### src/rtl/custom_insn_ctrl.sv
// custom_insn_ctrl
// Sequencer for custom-opcode (1101011) instructions. It accepts a decoded
// instruction with its operands and checks the encoding. Legal CRC6 ops
// (funct7=0, funct3=000) run a multi-cycle CRC over rs1, seeded from
// rs2[5:0]. Everything else finishes at once with the illegal flag set.
//
// Handshakes:
//   accept : i_valid is sampled only while o_ready=1 (IDLE). The instruction
//            is taken on the rising edge where i_valid=1 and i_flush=0.
//   result : o_done is held with stable rd/illegal/data until an edge with
//            i_ack=1. i_ack is ignored unless o_done=1.
//   flush  : i_flush forces IDLE on the next edge. It has priority over
//            i_valid and i_ack and produces no result.
//
// Ports:
//   i_clk, i_rst_n         clock, async active-low reset
//   i_valid / o_ready      instruction accept handshake
//   i_instr, i_rs1, i_rs2  instruction word, CRC data word, CRC seed
//   i_flush                abort any in-flight operation
//   o_busy                 stall request (BUSY or DONE)
//   o_done / i_ack         result handshake
//   o_rd_we, o_rd_addr,
//   o_rd_data, o_illegal   register-file write and illegal flag
//   o_dbg_state            current FSM state, for observation only
module custom_insn_ctrl #(
  parameter int BITS_PER_CYCLE = 1
) (
  input  logic        i_clk,
  input  logic        i_rst_n,
  input  logic        i_valid,
  output logic        o_ready,
  input  logic [31:0] i_instr,
  input  logic [31:0] i_rs1,
  input  logic [31:0] i_rs2,
  input  logic        i_flush,
  output logic        o_busy,
  output logic        o_done,
  input  logic        i_ack,
  output logic        o_rd_we,
  output logic [4:0]  o_rd_addr,
  output logic [31:0] o_rd_data,
  output logic        o_illegal,
  output logic [1:0]  o_dbg_state
);

  localparam int N  = 32 / BITS_PER_CYCLE;
  localparam int CW = $clog2(N) + 1;

  typedef enum logic [1:0] {
    ST_IDLE = 2'd0,
    ST_BUSY = 2'd1,
    ST_DONE = 2'd2
  } state_e;

  state_e          state_q, state_d;
  logic [5:0]      crc_q, crc_d;
  logic [31:0]     sr_q, sr_d;
  logic [CW-1:0]   cnt_q, cnt_d;
  logic [4:0]      rd_q, rd_d;
  logic            illegal_q, illegal_d;

  logic [5:0]      crc_nx;
  logic            fb;
  logic            legal;

  // Encoding bits that play no part in this block.
  logic            unused_bits;
  assign unused_bits = ^{i_instr[24:15], i_rs2[31:6]};

  assign legal = (i_instr[6:0] == 7'b1101011) &&
                 (i_instr[31:25] == 7'd0) &&
                 (i_instr[14:12] == 3'b000);

  // One beat of the CRC: BITS_PER_CYCLE data bits, MSB-first from the top
  // of the shift register.
  always_comb begin
    crc_nx = crc_q;
    fb     = 1'b0;
    for (int i = 0; i < BITS_PER_CYCLE; i++) begin
      fb     = crc_nx[5] ^ sr_q[31-i];
      crc_nx = {crc_nx[4:0], 1'b0} ^ (fb ? 6'h03 : 6'h00);
    end
  end

  always_comb begin
    state_d   = state_q;
    crc_d     = crc_q;
    sr_d      = sr_q;
    cnt_d     = cnt_q;
    rd_d      = rd_q;
    illegal_d = illegal_q;

    if (i_flush) begin
      state_d   = ST_IDLE;
      illegal_d = 1'b0;
    end else begin
      case (state_q)
        ST_IDLE: begin
          if (i_valid) begin
            rd_d = i_instr[11:7];
            if (legal) begin
              crc_d     = i_rs2[5:0];
              sr_d      = i_rs1;
              cnt_d     = CW'(N);
              illegal_d = 1'b0;
              state_d   = ST_BUSY;
            end else begin
              crc_d     = 6'd0;
              sr_d      = 32'd0;
              illegal_d = 1'b1;
              state_d   = ST_DONE;
            end
          end
        end
        ST_BUSY: begin
          crc_d = crc_nx;
          sr_d  = sr_q << BITS_PER_CYCLE;
          cnt_d = cnt_q - CW'(1);
          // The edge that consumes the last beat also enters DONE.
          if (cnt_q == CW'(1)) state_d = ST_DONE;
        end
        ST_DONE: begin
          if (i_ack) begin
            state_d   = ST_IDLE;
            illegal_d = 1'b0;
          end
        end
        default: state_d = ST_IDLE;
      endcase
    end
  end

  always_ff @(posedge i_clk or negedge i_rst_n) begin
    if (!i_rst_n) begin
      state_q   <= ST_IDLE;
      crc_q     <= 6'd0;
      sr_q      <= 32'd0;
      cnt_q     <= '0;
      rd_q      <= 5'd0;
      illegal_q <= 1'b0;
    end else begin
      state_q   <= state_d;
      crc_q     <= crc_d;
      sr_q      <= sr_d;
      cnt_q     <= cnt_d;
      rd_q      <= rd_d;
      illegal_q <= illegal_d;
    end
  end

  assign o_ready     = (state_q == ST_IDLE);
  assign o_busy      = (state_q != ST_IDLE);
  assign o_done      = (state_q == ST_DONE);
  // Writes to x0 are dropped but the result is still handed back.
  assign o_rd_we     = o_done & ~illegal_q & (rd_q != 5'd0);
  assign o_rd_addr   = rd_q;
  assign o_rd_data   = {26'd0, crc_q};
  assign o_illegal   = illegal_q;
  assign o_dbg_state = state_q;

endmodule

### config.mk
export PLATFORM = sky130hd
export DESIGN_NAME = custom_insn_ctrl
export DESIGN_NICKNAME = d
export VERILOG_FILES = /design/src/rtl/custom_insn_ctrl.sv
export SDC_FILE = /design/constraint.sdc
export NUM_CORES = 1
export LEC_CHECK = 0
export CAP_MARGIN = 20
export CORE_ASPECT_RATIO = 0.75
export CORE_MARGIN = 2
export CORE_UTILIZATION = 55
export CTS_CLUSTER_SIZE = 10
export DETAILED_ROUTE_END_ITERATION = 6
export DONT_BUFFER_PORTS = 1
export PLACE_DENSITY = 0.81
export RECOVER_POWER = 100
export SKIP_LAST_GASP = 1
export SYNTH_ARGS = -nofsm -noshare
export SYNTH_HDL_FRONTEND = slang
export SYNTH_SLANG_ARGS = --single-unit
export TNS_END_PERCENT = 100
### constraint.sdc
create_clock -name i_clk -period 1.8 [get_ports i_clk]
set_input_delay 0.36 -clock i_clk [delete_from_list [all_inputs] [get_ports i_clk]]
set_output_delay 0.36 -clock i_clk [all_outputs]
set_load 0.01 [all_outputs]
======== After elaboration in Yosys (flattened, before gate mapping) ========
Cells that the tools add are included.
cells by class
  add/subtract/negate cells ............... 1
  eq/ne operators ......................... 9
  multiplexer cells ....................... 21
  bitwise gates (word level) .............. 6
  reduce and logical (&&, ||, !) cells .... 14
operator list
  operator             count
  $mux 32              2
  $pmux 32 s2          1
  $mux 6               4
  $pmux 6 s2           2
  $mux 2               6
  $reduce_and 3->1     4
  $eq 7x7->1 const B   1
  $logic_not 7->1      1
  $eq 6x1->1 const B   1
  $ne 3x2->1 const B   2
  $pmux 2 s3           1
  $sub 6x1->6 const B  1
  $xor 6x2->6          1
  $reduce_bool 5->1    1
  $mux 1               4
  $reduce_and 4->1     1
  $reduce_bool 2->1    2
  $logic_not 3->1      1
  $ne 3x3->1 const B   1
  $reduce_bool 3->1    1
  $and 1x1->1          2
  $eq 2x1->1 const B   1
  $eq 2x2->1 const B   1
  $logic_and 1x1->1    2
  other kinds (6)      7
word-level totals
  flip-flop bits (word level) ............. 52
  input bits .............................. 101

======== Logic depth before layout (Yosys ltp) ========
Gate-level depths: netlist of run 1.
  depth in word-level cells ............... 7
  mapped depth ............................ 6
  depth with buffers taken out ............ 5

======== Worst setup path after synthesis of run 1 ========
No wires, ideal clock.
  path type ............................... register to register
  start ................................... register state_q[1] (netlist: o_dbg_state[1])
  end ..................................... register rd_q[0] (netlist: o_rd_addr[0])
  library setup time ...................... 125 ps
  data arrival time ....................... 1512 ps
  data required time ...................... 1675 ps
  setup slack ............................. 163 ps
  cell stages (with the launch flop) ...... 5
  path through ............................ dfrtp_1 > nor2_4 > inv_1 > nor3b_4 > mux2_2
between the ends
  word-level cells in the longest chain between the ends .. 2
ends and longest elaborated chain
  what                        RTL line  text
  from (decl)                 55        state_e state_q, state_d;
  from (signal assigned)      142       state_q <= state_d;
  $logic_not 2->1             --
  named net o_ready           31        output logic o_ready,
  $reduce_and 3->1 (no line)  --
  to (signal assigned)        146       rd_q <= rd_d;
  to (decl)                   59        logic [4:0] rd_q, rd_d;
The timed path passes the listed nets, and every way through them passes these cells.
A chain may end at the register's enable or synchronous reset.

======== Worst setup path after layout of run 1 ========
  start ................................... register rd_q[0] (netlist: o_rd_addr[0])
  end ..................................... output port o_rd_we
between the ends
  word-level cells in the longest chain between the ends .. 2
ends and longest elaborated chain
  what               RTL line  text
  $reduce_bool 5->1  155       assign o_rd_we = o_done & ~illegal_q & (rd_q != 5'd0);
  $and 1x1->1        155
  to (decl)          39        output logic o_rd_we,
Every way passes these cells.

==> qor.txt, run 1 <==
Largest net degree at the start of global routing = 53
Post-Route WL = 6.05 mm
Die Width = 86.6 um
Slew of the pin with the lowest slew margin = 1.13 ns
Outcome = finished with violations
CP Max Fanout = 3
Fin. Hold Viols = 0
Syn. warnings = 0
Num CTS Buffers = 5
Drt pass-1 iters = 4
Kind of end point of the critical path = primary output
Initial antenna violation count = 0
Flops & latches, synth = 52
Worst hold endpoint = sr_q[12]$_DFFE_PN0P_
Min Tclk post-route = 1.93 ns
Drt drc = 0
WP data arrival = 1.57 ns
First-pass GRT wire length = 9.76 mm
Overall routing resource usage = 21.9%
R2R setup slack = 0.07 ns
DP Worst Slack = 0.0615 ns
Rows = 22
Fmax = 519 MHz
Cell area power density = 911 mW/mm^2
Vias in the first global route = 2081
CP max stage cell = or4_4
Static leakage = 1.31 nW
Primary FF master, synth = dfrtp_1
Bufs and invs on worst path = 1
Die footprint = 0.00572 sq mm
Core area = 0.00490 sq mm
Share of the synthesized area in the top cell type = 46.2%
CTS tree = done
Slew HR = 24.9%
RR Endpoint = crc_q[5]$_DFFE_PN0P_
Post-synthesis average cell area = 9.11 sq um
H-tree Lvls = 2
Vias per inst = 5.73
Antenna cell count = 0
Critical path cell sequence = or4_4 > nor2_2 > nor3b_1 > buf_4
Area delta synth->final = 4.93%
Worst R2R Start = o_dbg_state[0]$_DFFE_PN0P_
Chip Height = 66.0 um
Worst-skew pair later-pin latency = 0.30 ns
# port buffers = 0
Slowest cell delay on critical path = 0.55 ns
Count leader, synth = nor2_1
Sequential cell area = 0.00130 sq mm
Critical Path RT = 1.44 ns
Clk sink count = 52
Worst-path clk slew = 0.09 ns
Count of final setup violators = 1
Io pins = 145
Hold path depth = 2
Sequential area share after synthesis = 46.2%
Drt wl/cell = 16.1 um
Final Cycle Share = 107%
HP Start = i_rs1[12]
Area of the multi-input gates = 0.00129 sq mm
Ranking of synthesized cells by area = dfrtp_1 (46%), a21oi_1 (8.9%), buf_4 (8.0%)
Slew Viols, Final = 0
Post-synth EDFFs = 0
RSZ-0062 raised after global routing = true
Distinct cells, synth = 45
RePlAce Congestion = 0.849
Clk_skew = 0.00398 ns
Root buf cell = clkbuf_8
Layout cells sized above 1 = 13.3%
Nets@finish = 418
Antenna-violating nets left = 0
Largest buffer count on any clock path = 2
DR iter-0 viols = 74
Post-synth top cells = nor2_1 (56), dfrtp_1 (52), a21oi_1 (50), buf_4 (30), nand3_1 (25)
Worst Setup Start Kind = flip-flop
Synth Cell Area = 0.00282 sq mm
Fill cells = 449
Overflow after GRT = 0
Dpl hpwl = 4.33 mm
Failing checks = negative setup slack
Async SR Flop Fraction = 100%
Hold Crit Class = primary input to flip-flop
Largest area contributor in the synthesized netlist = dfrtp_1
Final worst slack = -0.128 ns
DR vias = 2156
Number of max-cap violations = 0
Total chip power = 2.69 mW
Critical setup path kind = flip-flop to primary output
Syn Inst Count = 309
Cell count of the worst reg-to-reg path = 5
Initial core utilization = 57.5%
Max VDD drop = 478 uV
CP delay by family, top = simple AND/OR/NAND/NOR gates
worst reg2reg max path: cells and delay by family, from the launching register on:
kind	cells	cell delay, ns
compound gates	2	0.48
flops	1	0.43
buf+inv	2	0.68
simple gates	1	0.06
per-stage QoR:
step | cells | hold WS, ns | cell area (sq um) | setup TNS (ns) | utilization [%]
3_3_place_gp | 366 | 0.0655 | 2850 | 0 | 58.1
2_1_floorplan | 334 | 0.0644 | 2910 | 0 | -
5_1_grt | 376 | 0.177 | 2960 | -1.80 | 60.3
4_1_cts | 376 | 0.176 | 2990 | -0.155 | 61.1
6_report | 376 | 0.185 | 2960 | -0.128 | 60.3
3_5_place_dp | 366 | 0.0656 | 2850 | 0 | 58.1
how the worst max path moves through the flow:
stage | startpoint | to | slack [ns] | depth (start not counted)
6_report | o_rd_addr[0]$_DFFE_PN0P_ | o_rd_we | -0.13 | 4
3_3_place_gp | i_instr[26] | sr_q[8]$_DFFE_PN0P_ | 0.09 | 6
2_1_floorplan | o_dbg_state[1]$_DFFE_PN0P_ | o_rd_addr[0]$_DFFE_PN0P_ | 0.16 | 4
3_5_place_dp | i_instr[26] | sr_q[13]$_DFFE_PN0P_ | 0.06 | 6
4_1_cts | o_rd_addr[0]$_DFFE_PN0P_ | o_rd_we | -0.15 | 4
5_1_grt | o_rd_addr[0]$_DFFE_PN0P_ | o_rd_we | -0.19 | 4
layer usage:
| layer | track usage, % | wire length (um) | vias up |
|---|---|---|---|
| li1 | - | - | 1045 |
| met1 | 29.2 | 2690 | 1027 |
| met2 | 35.2 | 2820 | 79 |
| met3 | 6.49 | 501 | 5 |
| met4 | 5.66 | 40 | 0 |
| met5 | 0 | 0 | - |
repair_timing:
action / in CTS / in global routing
hold endpoints to repair: 52 / 0
setup buffers: 0 / 0
hold buffers: 2 / 0
endpoints found under the setup margin: 1 / 1
gates resized for setup: 0 / 2
cell type report:
class,count,share of cell area (%)
inverters,5,0.635
clock buffers,6,2.46
repair buffers,20,5.42
well taps,60,2.54
clock inverters,2,1.19
flip-flops and latches,52,44.0
multi-input cells,231,43.7
cell families (layout without fill, tap and decap cells):
kind of cell,count (synthesis),in the layout,share of synthesized area (%)
AO/OA/AOI/OAI,82,82,18.1
XOR/XNOR,2,2,0.622
adder cells (fa/ha/maj),2,2,0.888
buffers and inverters,51,33,11.6
flip-flops,52,52,46.2
multiplexers,7,7,2.71
other,1,26,0.133
AND/OR/NAND/NOR,112,112,19.7
sequential cells by signal, indices dropped and copies added, names as in the netlist:
register,cells
sr_q,32
crc_q,6
o_rd_addr,5
o_illegal,1
o_dbg_state,2
cnt_q,6
layout by cell type (no fill, tap or decap), drive strengths merged, types with 4 or more instances in the layout:
cell type	Yosys	final
nor3	4	4
mux2	5	5
o21ai	8	8
inv	5	5
nand3	25	25
dfrtp	52	52
nor2	58	58
conb	1	26
buf	38	15
a21oi	50	50
clkbuf	8	10
a221oi	12	12
nand2	7	7
power breakdown:
part | switching [mW] | leakage (nW) | internal, mW
registers | 0.151 | 0.633 | 1.35
clock network | 0.372 | 0.0552 | 0.413
logic | 0.232 | 0.621 | 0.178
No activity file was read; power rests on OpenSTA's default activity.
==> run 2: changes to the inputs <==
- CELL_PAD_IN_SITES_DETAIL_PLACEMENT: unset -> 1
- CELL_PAD_IN_SITES_GLOBAL_PLACEMENT: unset -> 2
- CORE_UTILIZATION: 55 -> 35
- CTS_CLUSTER_SIZE: 10 -> unset
- PLACE_DENSITY: 0.81 -> 0.9
==> qor.txt, run 2 (same netlist as run 1, synthesis figures left out) <==
Sum of routed wire segments on met1 = 3.36 mm
Io pins = 145
CP max stage cell = or4_4
Root buf cell = clkbuf_8
Slowest cell delay on critical path = 0.55 ns
Largest buffer count on any clock path = 2
Worst setup path startpoint = o_rd_addr[0]$_DFFE_PN0P_
Fin. Hold Viols = 0
Outcome = finished with violations
Overflow after GRT = 0
Num CTS Buffers = 5
Design area = 0.00296 sq mm
Slew Viols, Final = 0
DR WL met2 = 3.34 mm
First-pass GRT wire length = 11.7 mm
Rows = 28
Drt drc = 0
CTS tree = done
Drt pass-1 iters = 4
Drt wl/cell = 17.2 um
Clk_skew = 0.0136 ns
HP Start = i_rs1[15]
Area delta synth->final = 5.06%
Critical path cell sequence = or4_4 > nor2_2 > nor3b_1 > buf_4
DR iter-0 viols = 110
Vias per inst = 5.21
Slew of the pin with the lowest slew margin = 0.724 ns
Post-CTS Setup Inserts = 0
Crit path to = o_rd_we
Critical setup path kind = flip-flop to primary output
Top Registers = sr_q (32), cnt_q (6), crc_q (6)
Worst-skew pair later-pin latency = 0.30 ns
Max VDD drop = 335 uV
Antenna-violating nets left = 0
Kind of end point of the critical path = primary output
Initial core utilization = 35.9%
RSZ-0062 raised after global routing = true
Largest net degree at the start of global routing = 53
Dpl hpwl = 5.10 mm
Final worst slack = -0.178 ns
Final Cycle Share = 110%
Chip Height = 81.7 um
Clk sink count = 52
Number of max-cap violations = 0
Nets@finish = 415
Slew HR = 51.7%
Layout cells sized above 1 = 12.1%
Setup TNS = -0.178 ns
DR vias = 2177
Vias in the first global route = 2265
Worst Setup Start Kind = flip-flop
Max layer used = met4
Worst-path clk slew = 0.10 ns
Overall routing resource usage = 17.2%
Failing checks = negative setup slack
CP Max Fanout = 3
Cell Area, Placed = 0.00288 sq mm
RR Endpoint = cnt_q[2]$_DFFE_PN0P_
Worst R2R Start = o_dbg_state[0]$_DFFE_PN0P_
WP data arrival = 1.62 ns
Count of final setup violators = 1
Met3 WL = 476 um
Final core occ = 37.7%
Static leakage = 1.29 nW
Commonest cells after routing, fill and taps aside = nor2_1 (56), dfrtp_1 (51), a21oi_1 (50)
Post-Route WL = 7.19 mm
Die footprint = 0.00879 sq mm
Total chip power = 2.76 mW
R2R setup slack = 0.04 ns
# port buffers = 0
Fmax = 506 MHz
Die Width = 108 um
Cell count of the worst reg-to-reg path = 5
Core area = 0.00785 sq mm
Critical Path RT = 1.44 ns
Biggest register = sr_q
Min Tclk post-route = 1.98 ns
Most common cell after layout, fill and taps aside = nor2_1
Antenna cell count = 0
Hold Crit Class = primary input to flip-flop
Max FFs per register = 32
H-tree Lvls = 2
Initial antenna violation count = 0
Cell area power density = 934 mW/mm^2
RePlAce Congestion = 0.789
## run 2: timing repair
action / in CTS / in global routing
pin swaps: 0 / 1
hold buffers: 2 / 0
resized for setup: 0 / 3
endpoints found under the setup margin: 1 / 1
endpoints found under the hold margin: 52 / 0
## run 2: how the worst min path moves through the flow
stage | end | slack (ns) | cells past startpoint
5_1_grt | sr_q[15]$_DFFE_PN0P_ | 0.16 | 2
4_1_cts | sr_q[2]$_DFFE_PN0P_ | 0.18 | 2
6_report | sr_q[15]$_DFFE_PN0P_ | 0.19 | 2
2_1_floorplan | cnt_q[0]$_DFFE_PN0P_ | 0.06 | 0
3_3_place_gp | o_rd_addr[3]$_DFFE_PN0P_ | 0.07 | 0
3_5_place_dp | crc_q[1]$_DFFE_PN0P_ | 0.07 | 0
## run 2: worst max-delay path, delay by kind of cell (launching register included)
kind,cells,cell delay (ns)
buffers and inverters,1,0.15
AND/OR/NAND/NOR,3,0.73
flip-flops,1,0.44
## run 2: layout make-up
| cell class | count | area (sq um) |
|---|---|---|
| fill | 925 | 4890 |
| tap | 105 | 131 |
| clock buffer | 6 | 82.6 |
| clock inverter | 2 | 38.8 |
| timing repair buffer | 17 | 124 |
| multi-input combinational | 231 | 1260 |
| inverter | 5 | 18.8 |
| sequential | 52 | 1300 |
## run 2: per-layer routing
layer  vias to the layer above  track usage, %
li1                       1033               -
met1                      1077            23.3
met2                        65            28.1
met3                         2            4.92
met4                         0            2.95
met5                         -               0
## run 2: through the flow
| stage | hold slack, ns | setup slack, ns | std cells |
|---|---|---|---|
| floorplan | 0.0644 | 0.163 | 334 |
| global placement | 0.0655 | 0.169 | 408 |
| detailed placement | 0.0656 | 0.0955 | 408 |
| CTS | 0.179 | -0.179 | 418 |
| global route | 0.163 | -0.248 | 418 |
| finish | 0.190 | -0.178 | 418 |
## run 2: power by group
part	leakage, nW	switching [mW]	internal, mW
clock network	0.0614	0.397	0.455
logic	0.593	0.241	0.169
registers	0.632	0.156	1.35
total	1.29	0.793	1.97
==> run 3: changes to the inputs <==
- clock period: 1.8 -> 2 ns (I/O delays scaled with it)
==> qor.txt, run 3 (same netlist as run 1, synthesis figures left out) <==
Outcome = finished with violations
Failing checks = negative setup slack
Drt pass-1 iters = 4
Clk_skew = 0.0111 ns
Fill cells = 932
Post-Route WL = 7.17 mm
Slowest cell delay on critical path = 0.57 ns
Hold Crit Class = primary input to flip-flop
Biggest register = sr_q
DP Worst Slack = 0.133 ns
Clk sink count = 52
Final worst slack = -0.0200 ns
Design area = 0.00296 sq mm
Drt wl/cell = 17.3 um
# port buffers = 0
Die footprint = 0.00879 sq mm
Chip Height = 81.7 um
DR iter-0 viols = 131
Worst Setup Start Kind = flip-flop
Min Tclk post-route = 2.02 ns
Antenna-violating nets left = 0
Cell Area, Placed = 0.00287 sq mm
Post-Place Cells = 406
Num CTS Buffers = 5
DR vias = 2198
Dpl hpwl = 4.99 mm
Top Registers = sr_q (32), cnt_q (6), crc_q (6)
RSZ-0062 raised after global routing = true
Antenna cell count = 0
Vias in the first global route = 2236
Worst-skew pair later-pin latency = 0.30 ns
First-pass GRT wire length = 11.2 mm
Count of final setup violators = 1
Fin. Hold Viols = 0
Drt drc = 0
Io pins = 145
Cell area power density = 779 mW/mm^2
Largest buffer count on any clock path = 2
CTS tree = done
Commonest cells after routing, fill and taps aside = nor2_1 (55), dfrtp_1 (52), a21oi_1 (50)
Number of max-cap violations = 0
Overflow after GRT = 0
Core area = 0.00785 sq mm
Die Width = 108 um
RePlAce Congestion = 0.776
Final Cycle Share = 101%
Worst-path clk slew = 0.10 ns
Max VDD drop = 288 uV
CP Max Fanout = 3
Largest net degree at the start of global routing = 53
Slew HR = 19.1%
Rows = 28
H-tree Lvls = 2
Slew of the pin with the lowest slew margin = 1.21 ns
WP data arrival = 1.62 ns
R2R setup slack = 0.14 ns
Initial core utilization = 35.9%
Area delta synth->final = 5.02%
Post-CTS Setup Inserts = 0
Kind of end point of the critical path = primary output
Critical Path RT = 1.60 ns
CP max stage cell = or4_4
Layout cells sized above 1 = 12.3%
Root buf cell = clkbuf_8
Fmax = 495 MHz
Critical path cell sequence = or4_4 > nor2_4 > nor3b_2 > buf_4
Overall routing resource usage = 16.1%
Critical setup path kind = flip-flop to primary output
Static leakage = 1.28 nW
Total chip power = 2.30 mW
Initial antenna violation count = 0
Cell Count, Final, Fillers Out = 415
Vias per inst = 5.30
Most common cell after layout, fill and taps aside = nor2_1
Max FFs per register = 32
Slew Viols, Final = 0
Nets@finish = 413
-- run 3: cell count changes in the layout (fill, tap and decap cells not counted), sizes merged --
cell	previous run	this run
buf	8	9
bufinv	1	0
clkbuf	14	11
-- run 3: area by class of cell --
type / instances / area (sq um) / area share [%]
Multi-Input combinational cell: 231 / 1310 / 44.2
Timing Repair Buffer: 15 / 123 / 4.15
Tap cell: 105 / 131 / 4.44
Inverter: 5 / 18.8 / 0.635
Clock inverter: 1 / 5.00 / 0.169
Clock buffer: 6 / 72.6 / 2.45
Sequential cell: 52 / 1300 / 44.0
-- run 3: routing by layer --
layer,global-route usage (%),part of all wire [%],vias up
li1,-,-,1027
met1,22.0,47,1103
met2,26.7,47,66
met3,4.60,6.7,2
met4,1.54,0.098,0
met5,0,0,-
-- run 3: worst paths after layout --
| kind | startpoint | end | cells after the start |
|---|---|---|---|
| max | o_rd_addr[0]$_DFFE_PN0P_ | o_rd_we | 4 |
| min | i_rs1[9] | sr_q[9]$_DFFE_PN0P_ | 2 |
| max reg2reg | o_dbg_state[0]$_DFFE_PN0P_ | sr_q[0]$_DFFE_PN0P_ | 5 |
| min reg2reg | sr_q[27]$_DFFE_PN0P_ | sr_q[27]$_DFFE_PN0P_ | 2 |
| max in group asynchronous | i_rst_n | sr_q[0]$_DFFE_PN0P_ | 2 |
| min in group asynchronous | i_rst_n | sr_q[25]$_DFFE_PN0P_ | 2 |
-- run 3: worst max-delay path, delay by kind of cell (launching register included) --
kind | cells | cell delay, ns
buffers and inverters | 1 | 0.14
flip-flops | 1 | 0.44
AND/OR/NAND/NOR | 3 | 0.74
-- run 3: what timing repair did --
action,CTS,global route
pin swaps,1,2
gates resized for setup,0,4
endpoints found under the setup margin,1,1
endpoints found under the hold margin,52,0
cloned,0,0
hold buffers,2,0
-- run 3: stage by stage --
| stage | util, % | TNS [ns] | hold slack (ns) |
|---|---|---|---|
| 4_1_cts | 38.0 | -0.0205 | 0.221 |
| 2_1_floorplan | - | 0 | 0.104 |
| 5_1_grt | 37.7 | -0.0707 | 0.225 |
| 3_5_place_dp | 36.5 | 0 | 0.106 |
| 3_3_place_gp | 36.5 | 0 | 0.106 |
| 6_report | 37.7 | -0.0200 | 0.237 |
-- run 3: power breakdown --
part	switching, mW	total [mW]	leakage (nW)	internal [mW]
Sequential	0.138	1.35	0.633	1.21
Combinational	0.218	0.376	0.607	0.158
Clock	0.337	0.577	0.0410	0.239
Total	0.694	2.30	1.28	1.61
